## config.mk

```make
export PLATFORM = sky130hd
export DESIGN_NAME = instr_loader
export DESIGN_NICKNAME = d
export VERILOG_FILES = /design/src/rtl/instr_loader.sv
export SDC_FILE = /design/constraint.sdc
export NUM_CORES = 1
export LEC_CHECK = 0
export BUFFER_PORTS_ARGS = -buffer_cell sky130_fd_sc_hd__buf_4
export CAP_MARGIN = 20
export CORE_UTILIZATION = 57
export CTS_CLUSTER_SIZE = 40
export DETAILED_ROUTE_END_ITERATION = 6
export HOLD_SLACK_MARGIN = 0.15
export PLACE_DENSITY = 0.85
export SYNTH_ARGS = -nofsm -noshare
export SYNTH_HDL_FRONTEND = slang
export SYNTH_SLANG_ARGS = --single-unit
```

## constraint.sdc

```tcl
create_clock -name clk -period 2.6 [get_ports clk]
set_input_delay 0.65 -clock clk [delete_from_list [all_inputs] [get_ports clk]]
set_output_delay 0.65 -clock clk [all_outputs]
set_load 0.02 [all_outputs]
```

## src/rtl/instr_loader.sv

```systemverilog
// Byte-stream program loader: length-prefixed image -> sequential instruction memory writes.
// Optional trailing XOR checksum byte enabled by defining LOADER_CHECKSUM_EN.
module instr_loader #(
   parameter int unsigned A = 10,
   parameter int unsigned W = 9
) (
   input  logic         clk,
   input  logic         reset,
   input  logic         start,
   input  logic [7:0]   byte_in,
   input  logic         byte_valid,
   output logic         byte_ready,
   output logic         wr_en,
   output logic [A-1:0] wr_addr,
   output logic [W-1:0] wr_data,
   output logic         busy,
   output logic         done,
   output logic         error,
   output logic [A:0]   words_loaded
);

   localparam int unsigned CAP     = 2 ** A;
   localparam int unsigned HI_BITS = W - 8;
   // High-byte bits that do not fit in the instruction word
   localparam logic [7:0]  HI_BAD  = 8'(16'h00FF << HI_BITS);

`ifdef LOADER_CHECKSUM_EN
   typedef enum logic [3:0] {
      S_IDLE, S_LEN_LO, S_LEN_HI, S_DATA_LO, S_DATA_HI, S_WRITE, S_CHK, S_DONE, S_ERR
   } state_t;
`else
   typedef enum logic [3:0] {
      S_IDLE, S_LEN_LO, S_LEN_HI, S_DATA_LO, S_DATA_HI, S_WRITE, S_DONE, S_ERR
   } state_t;
`endif

   state_t         state, state_nxt;
   logic [15:0]    len_q, len_nxt;
   logic [7:0]     lo_q, lo_nxt;
   logic [W-1:0]   data_nxt;
   logic [A-1:0]   addr_nxt;
   logic [A:0]     words_nxt;
   logic           ready_nxt, busy_nxt, done_nxt, error_nxt, wr_en_nxt;
   logic           xfer;
   logic [15:0]    full_len;
`ifdef LOADER_CHECKSUM_EN
   logic [7:0]     csum_q, csum_nxt;
`endif

   assign xfer     = byte_valid && byte_ready;
   assign full_len = {byte_in, len_q[7:0]};

   // Next-state and next-register values
   always_comb begin
      state_nxt = state;
      len_nxt   = len_q;
      lo_nxt    = lo_q;
      data_nxt  = wr_data;
      addr_nxt  = wr_addr;
      words_nxt = words_loaded;
`ifdef LOADER_CHECKSUM_EN
      csum_nxt  = csum_q;
`endif
      case (state)
         S_IDLE, S_DONE, S_ERR: begin
            if (start) begin
               state_nxt = S_LEN_LO;
               addr_nxt  = '0;
               words_nxt = '0;
`ifdef LOADER_CHECKSUM_EN
               csum_nxt  = '0;
`endif
            end
         end
         S_LEN_LO: begin
            if (xfer) begin
               len_nxt   = {len_q[15:8], byte_in};
               state_nxt = S_LEN_HI;
            end
         end
         S_LEN_HI: begin
            if (xfer) begin
               len_nxt = full_len;
               if (full_len == 16'd0 || 32'(full_len) > CAP) state_nxt = S_ERR;
               else                                           state_nxt = S_DATA_LO;
            end
         end
         S_DATA_LO: begin
            if (xfer) begin
               lo_nxt    = byte_in;
               state_nxt = S_DATA_HI;
`ifdef LOADER_CHECKSUM_EN
               csum_nxt  = csum_q ^ byte_in;
`endif
            end
         end
         S_DATA_HI: begin
            if (xfer) begin
`ifdef LOADER_CHECKSUM_EN
               csum_nxt = csum_q ^ byte_in;
`endif
               if ((byte_in & HI_BAD) != 8'd0) begin
                  state_nxt = S_ERR;
               end else begin
                  data_nxt  = W'({byte_in, lo_q});
                  state_nxt = S_WRITE;
               end
            end
         end
         S_WRITE: begin
            words_nxt = words_loaded + (A+1)'(1);
            if (32'(words_nxt) == 32'(len_q)) begin
`ifdef LOADER_CHECKSUM_EN
               state_nxt = S_CHK;
`else
               state_nxt = S_DONE;
`endif
            end else begin
               addr_nxt  = wr_addr + A'(1);
               state_nxt = S_DATA_LO;
            end
         end
`ifdef LOADER_CHECKSUM_EN
         S_CHK: begin
            if (xfer) state_nxt = (byte_in == csum_q) ? S_DONE : S_ERR;
         end
`endif
         default: state_nxt = S_IDLE;
      endcase

      // Outputs are registered decodes of the state being entered
      ready_nxt = 1'b0;
      case (state_nxt)
         S_LEN_LO, S_LEN_HI, S_DATA_LO, S_DATA_HI: ready_nxt = 1'b1;
`ifdef LOADER_CHECKSUM_EN
         S_CHK: ready_nxt = 1'b1;
`endif
         default: ready_nxt = 1'b0;
      endcase
      busy_nxt  = !(state_nxt == S_IDLE || state_nxt == S_DONE || state_nxt == S_ERR);
      done_nxt  = (state_nxt == S_DONE);
      error_nxt = (state_nxt == S_ERR);
      wr_en_nxt = (state_nxt == S_WRITE);
   end

   // State and output registers
   always_ff @(posedge clk or posedge reset) begin
      if (reset) begin
         state        <= S_IDLE;
         len_q        <= '0;
         lo_q         <= '0;
         wr_data      <= '0;
         wr_addr      <= '0;
         words_loaded <= '0;
         byte_ready   <= 1'b0;
         busy         <= 1'b0;
         done         <= 1'b0;
         error        <= 1'b0;
         wr_en        <= 1'b0;
`ifdef LOADER_CHECKSUM_EN
         csum_q       <= '0;
`endif
      end else begin
         state        <= state_nxt;
         len_q        <= len_nxt;
         lo_q         <= lo_nxt;
         wr_data      <= data_nxt;
         wr_addr      <= addr_nxt;
         words_loaded <= words_nxt;
         byte_ready   <= ready_nxt;
         busy         <= busy_nxt;
         done         <= done_nxt;
         error        <= error_nxt;
         wr_en        <= wr_en_nxt;
`ifdef LOADER_CHECKSUM_EN
         csum_q       <= csum_nxt;
`endif
      end
   end

endmodule

```

==> results of run 1 <==
-- cell families after synthesis --
group	count (synthesis)	synth area share (%)
AO/OA/AOI/OAI	69	13.3
multiplexers	30	10.1
flip-flops	63	47.9
XOR/XNOR	17	4.98
AND/OR/NAND/NOR	112	18.4
other	1	0.114
buffers and inverters	30	4.44
adder cells (fa/ha/maj)	2	0.760
-- flip-flops by register name, indices dropped and copies added (netlist names) --
| register | flops |
|---|---|
| byte_ready | 1 |
| error | 1 |
| wr_data | 9 |
| wr_en | 1 |
| busy | 1 |
| state | 4 |
| wr_addr | 10 |
| words_loaded | 11 |
| len_q | 16 |
| lo_q | 8 |
| done | 1 |
-- synth_stat cells, types with 2 or more instances --
cell type and instances:
o211ai_1 3, nor4_1 6, nand3_1 19, and3b_1 2, o21ai_0 11, o31ai_1 4
clkbuf_1 10, a31oi_1 4, or3_1 8, nand2_1 25, nand2b_1 2, nor3_2 2
and2_1 2, dfrtp_1 63, mux2i_1 3, nand4_1 4, buf_4 3, mux2_1 10
ha_1 2, buf_2 3, a311oi_1 2, and3_1 5, nor3b_1 2, mux2_2 17
nand3b_1 3, nor2_1 16, xor2_1 4, o41ai_1 2, nor3_1 7, a21oi_1 9
inv_1 11, xnor2_1 12, or4_1 2, and4_1 3, o21ai_1 23
-- final timing paths --
kind,from,end,slack [ns],cells after the start
min in group clk,len_q[12],len_q[12],0.49,1
setup reg to reg,words_loaded[0],wr_addr[8],0.21,9
max in group asynchronous,reset,len_q[15],1.65,3
setup / recovery,words_loaded[0],wr_addr[8],0.21,9
hold reg to reg,len_q[12],len_q[12],0.49,1
hold / removal,reset,wr_addr[9],0.36,2
-- stage by stage --
step                total power [W]  utilization (%)  std cells  hold slack [ns]
floorplan                   0.00134                -        324            0.455
detailed placement          0.00143             67.7        438            0.479
finish                      0.00234             71.9        454            0.362
global route                0.00243             71.9        454            0.419
global placement            0.00142             67.7        438            0.466
CTS                         0.00235             71.5        454            0.380
-- metal layers --
layer  track usage (%)  share of wire (%)  up-vias  wire length (µm)
met3              5.58                4.9       18               359
met2              40.7                 47       90              3450
met1              35.6                 45     1318              3310
li1                  -                  -     1290                 -
met4              11.1                2.2        0               162
met5                 0                  0        -                 0
-- report_power, final --
part	switching (W)	total, W	internal, W	leakage, nW
clock	0.000381	0.000917	0.000536	0.102
combinational	0.000161	0.000292	0.000132	0.908
sequential	0.0000856	0.00113	0.00105	0.852
total	0.000627	0.00234	0.00172	1.86
-- final cells by class --
class / count / area [µm²] / share of cell area, %
Multi-Input combinational cell: 231 / 1590 / 40.0
Sequential cell: 63 / 1580 / 39.6
Timing Repair Buffer: 60 / 463 / 11.6
Clock buffer: 10 / 128 / 3.21
Tap cell: 72 / 90.1 / 2.26
Clock inverter: 6 / 85.1 / 2.14
Inverter: 12 / 45.0 / 1.13
-- repair_timing --
action | 4_1_cts | 5_1_grt
hold buffers | 0 | 0
gates resized for setup | 0 | 4
endpoints found under the setup margin | 0 | 9
-- worst register-to-register path, delay by kind of cell (launching register included) --
kind                      cells  cell delay [ns]
and+or+nand+nor               3             0.82
DFF                           1             0.43
xor gates and xnor gates      1             0.28
AOI/OAI and AO/OA             3             0.44
buffers and inverters         2             0.35
==> flow_summary.toml, run 1 <==
[timing]
hold_violations = 0
tns_ns = 0
setup_slack_ns = 0.211
relSlewSlack_pct = 57.1
period_needed_ns = 2.39
worst_pin_slew_ns = 0.644
fin_crit_sh_pct = 91.9
setup_viol = 0
drv_slew = 0
rsz0062_at_grt = "no"
fin_skew_ns = 0.00643
clock.fmax_ghz = 0.419

[synth]
synth_area_mm2 = 0.00329
yosysWarningCount = 0
yosysTopAreaCell = "dfrtp_1"
synthCells = 324
ys_async_sr_fraction_pct = 100
netlist_top_cells_area = "dfrtp_1 48%, mux2_2 5.8%, o21ai_1 3.5%"
synth_edf_count = 0
syn_area_per_cell_um2 = 10.2
synth_fp_nets = 338
synth.distinct_cells = 55
ys.flop_type = "dfrtp_1"
ys_ff_latch = 63
synthDominantCellAreaShare_pct = 47.9
yosysSeqAreaShare_pct = 47.9

[power]
ir_drop_mv = 0.411
p_per_area_mw_per_mm2 = 588
p_leak_nw = 1.86

[detailed_routing]
vias = 2716
first_iter_violations = 243
firstDrtPassIters = 5
totalWireLength_um = 7290
wl_per_cell_um = 16.1
ant_nets = 0
vias_per_cell = 5.98
drc = 0

[die]
die_y_um = 78.0
coreArea_mm2 = 0.00554
initial_core_util_pct = 59.4
io_pins = 47
die_w_um = 78.0
rows = 27
dieArea_mm2 = 0.00609

[layout]
final_cell_mix = "63 x dfrtp_1, 59 x buf_4, 25 x nand2_1, 23 x o21ai_1, 19 x nand3_1"
drive_gt1_share_pct = 27.2
final_common_cell = "dfrtp_1"
diodes = 0
nFillCells = 426
design_area_mm2 = 0.00398
syn2layout_area_growth_pct = 20.9
nNetsFinal = 391

[clock_network]
cts_tree = "built"
clk_root_buffer_cell = "clkbuf_8"
post_cts_buffers = 0
clock-sinks = 63
cts_made_buffers = 9
clock_path_buffers = 2
path_clk_slew_ns = 0.07
clk_latency_ns = 0.35
cts.htree.levels = 3

[critical_path]
cp-end-kind = "flop"
path_class = "reg -> reg"
slowest_stage = "dfrtp_1"
arrival_ns = 2.66
cp_max_fo = 12
cpMostUsedCell = "buf_4"
cpLargestDelayFamily = "simple AND/OR/NAND/NOR gates"
path_buf_inv = 2
slowest_delay_ns = 0.43
worstPathRequired_ns = 2.87
path_cells = "buf_4 -> nand3_1 -> nor3_2 -> xor3_1 -> a221oi_2 -> and4_4 -> buf_4 -> o21ai_1 -> a21oi_1"
cp-start-kind = "flop"

[hold_path]
hold_path_class = "in -> async"

[global_routing]
grt_use_total_pct = 26.1
grt_pass1_wl_um = 12200
overflow = 0
grt_pass1_vias = 2517
antenna_found_initial = 0
grt_max_degree = 39

[placed_design]
port-buffer-count = 46
hpwl_um = 5160
gp_congestion = 0.908
place_area_mm2 = 0.00375
post-place-ws_ns = 0.0305

[flow_run]
cap_violations = 0

[run_status]
status = "finished clean"
(Power assumes the default switching activity.)
==> run 2, diff against run 1 <==
CORE_UTILIZATION = 60   (was 57)
PLACE_DENSITY = 0.89   (was 0.85)
clock period = 3.02 ns   (was 2.6 ns; I/O delays follow)
==> run 2 against run 1 <==
Fmax is 7.7% lower. Total power is 12% lower. Largest power group unchanged. Clock-buffer cell count is 3 higher. Flip-flop and latch count stayed put. Combinational power is 15% lower. Critical path type unchanged. Register-to-register slack better by 0.22 ns. Clock power is 9.5% lower. Clock skew is 0.0022 ns lower. Sequential share of layout area is 0.62 points higher.
==> flow_summary.toml, run 2 (synthesis gave the netlist of run 1 again) <==
[run_status]
status = "finished clean"

[timing]
drv_slew = 0
setup_viol = 0
tns_ns = 0
worst_pin_slew_ns = 0.641
fin_crit_sh_pct = 85.7
period_needed_ns = 2.59
relSlewSlack_pct = 57.1
clock.fmax_ghz = 0.386
setup_slack_ns = 0.431
rsz0062_at_grt = "no"
hold_violations = 0
fin_skew_ns = 0.00420

[flow_run]
cap_violations = 0

[placed_design]
port-buffer-count = 46
post-place-ws_ns = 0.515
hpwl_um = 4820
gp_congestion = 0.854

[detailed_routing]
firstDrtPassIters = 4
totalWireLength_um = 7150
vias = 2687
first_iter_violations = 314
drc = 0
ant_nets = 0
wl_per_cell_um = 16.1
vias_per_cell = 6.04

[power]
p_int_w = 0.00152
p_per_area_mw_per_mm2 = 523
p_leak_nw = 1.83
sequentialPowerShare_pct = 47.5
comb_power_share_pct = 12.1
swShare_pct = 25.8
p_clk_share_pct = 40.4
total_power_w = 0.00205
p_sw_w = 0.000529
ir_drop_mv = 0.378

[clock_network]
clk_latency_ns = 0.35
clk_root_buffer_cell = "clkbuf_8"
post_cts_buffers = 0
path_clk_slew_ns = 0.07
clock-sinks = 63
hold_buffers = 0
ctsResizeCount = 0
cts_tree = "built"
cts_made_buffers = 9
cts.htree.levels = 3
clock_path_buffers = 2

[layout]
final_cell_mix = "63 x dfrtp_1, 52 x buf_4, 25 x nand2_1, 23 x o21ai_1, 19 x nand3_1"
nNetsFinal = 384
final_common_cell = "dfrtp_1"
diodes = 0
syn2layout_area_growth_pct = 19.0
drive_gt1_share_pct = 25.1
fin_util_pct = 75.3
largest_reg_flops = 16
top_regs = "len_q (16), words_loaded (11), wr_addr (10)"
top_register = "len_q"

[global_routing]
overflow = 0
grt_use_total_pct = 26.9
grt_pass1_wl_um = 12400
grt_pass1_vias = 2537
grtUsageMet2_pct = 40.3
grt_max_degree = 37
antenna_found_initial = 0
busiest_layer = "met2"
met1_usage_pct = 37.6
met3_usage_pct = 6.35

[critical_path]
cp_max_fo = 18
cp-end-kind = "flop"
path_cells = "nand3_1 -> nor3_2 -> xor3_1 -> a221oi_2 -> and4_1 -> buf_4 -> mux2_1 -> nand2_1"
rr_worst_depth = 8
cp-start-kind = "flop"
path_class = "reg -> reg"
slowest_delay_ns = 0.55
cpLargestDelayFamily = "simple AND/OR/NAND/NOR gates"
path_buf_inv = 1
r2r_end = "wr_addr[2]"
slowest_stage = "dfrtp_1"
reg2reg_slack_ns = 0.43
worstPathRequired_ns = 3.31
arrival_ns = 2.88
r2r_start = "words_loaded[2]"

[die]
rows = 26
die_y_um = 76.1
initial_core_util_pct = 63.3
die_w_um = 76.1
dieArea_mm2 = 0.00579
coreArea_mm2 = 0.00520
io_pins = 47

[hold_path]
hold_path_class = "in -> async"
## run 2: worst max path at each step
stage	startpoint	end	slack, ns	cells after the start
2_1_floorplan	words_loaded[5]	wr_addr[3]	0.67	10
3_3_place_gp	byte_in[7]	busy	0.54	8
3_5_place_dp	byte_in[7]	busy	0.51	8
4_1_cts	words_loaded[2]	wr_addr[2]	0.47	8
5_1_grt	words_loaded[0]	wr_addr[8]	0.26	9
6_report	words_loaded[2]	wr_addr[2]	0.43	8
## run 2: power by group through the flow
| stage | logic, W | registers (W) | clock network (W) |
|---|---|---|---|
| CTS | 0.000247 | 0.000973 | 0.000840 |
| detailed placement | 0.000242 | 0.000988 | 0 |
| global route | 0.000275 | 0.000983 | 0.000872 |
| global placement | 0.000233 | 0.000986 | 0 |
| floorplan | 0.000187 | 0.000964 | 0 |
| finish | 0.000248 | 0.000975 | 0.000830 |
## run 2: layout make-up
cell class	instances	area (µm²)
clock inverters	3	65.1
well taps	70	87.6
flip-flops and latches	63	1580
fillers	359	1280
clock buffers	13	159
multi-input cells	231	1580
inverters	12	45.0
repair buffers	53	410
## run 2: layer usage
metal | part of all wire [%] | vias up
li1 | - | 1274
met1 | 46 | 1309
met2 | 47 | 89
met3 | 5.1 | 15
met4 | 1.8 | 0
met5 | 0 | -
## run 2: per-stage QoR
step                      hold WS [ns]  std cells  area (µm²)
after floorplan                  0.455        324        3290
after global placement           0.469        429        3700
after detailed placement         0.478        429        3700
after CTS                        0.481        445        3920
after global routing             0.522        445        3920
final                            0.474        445        3920
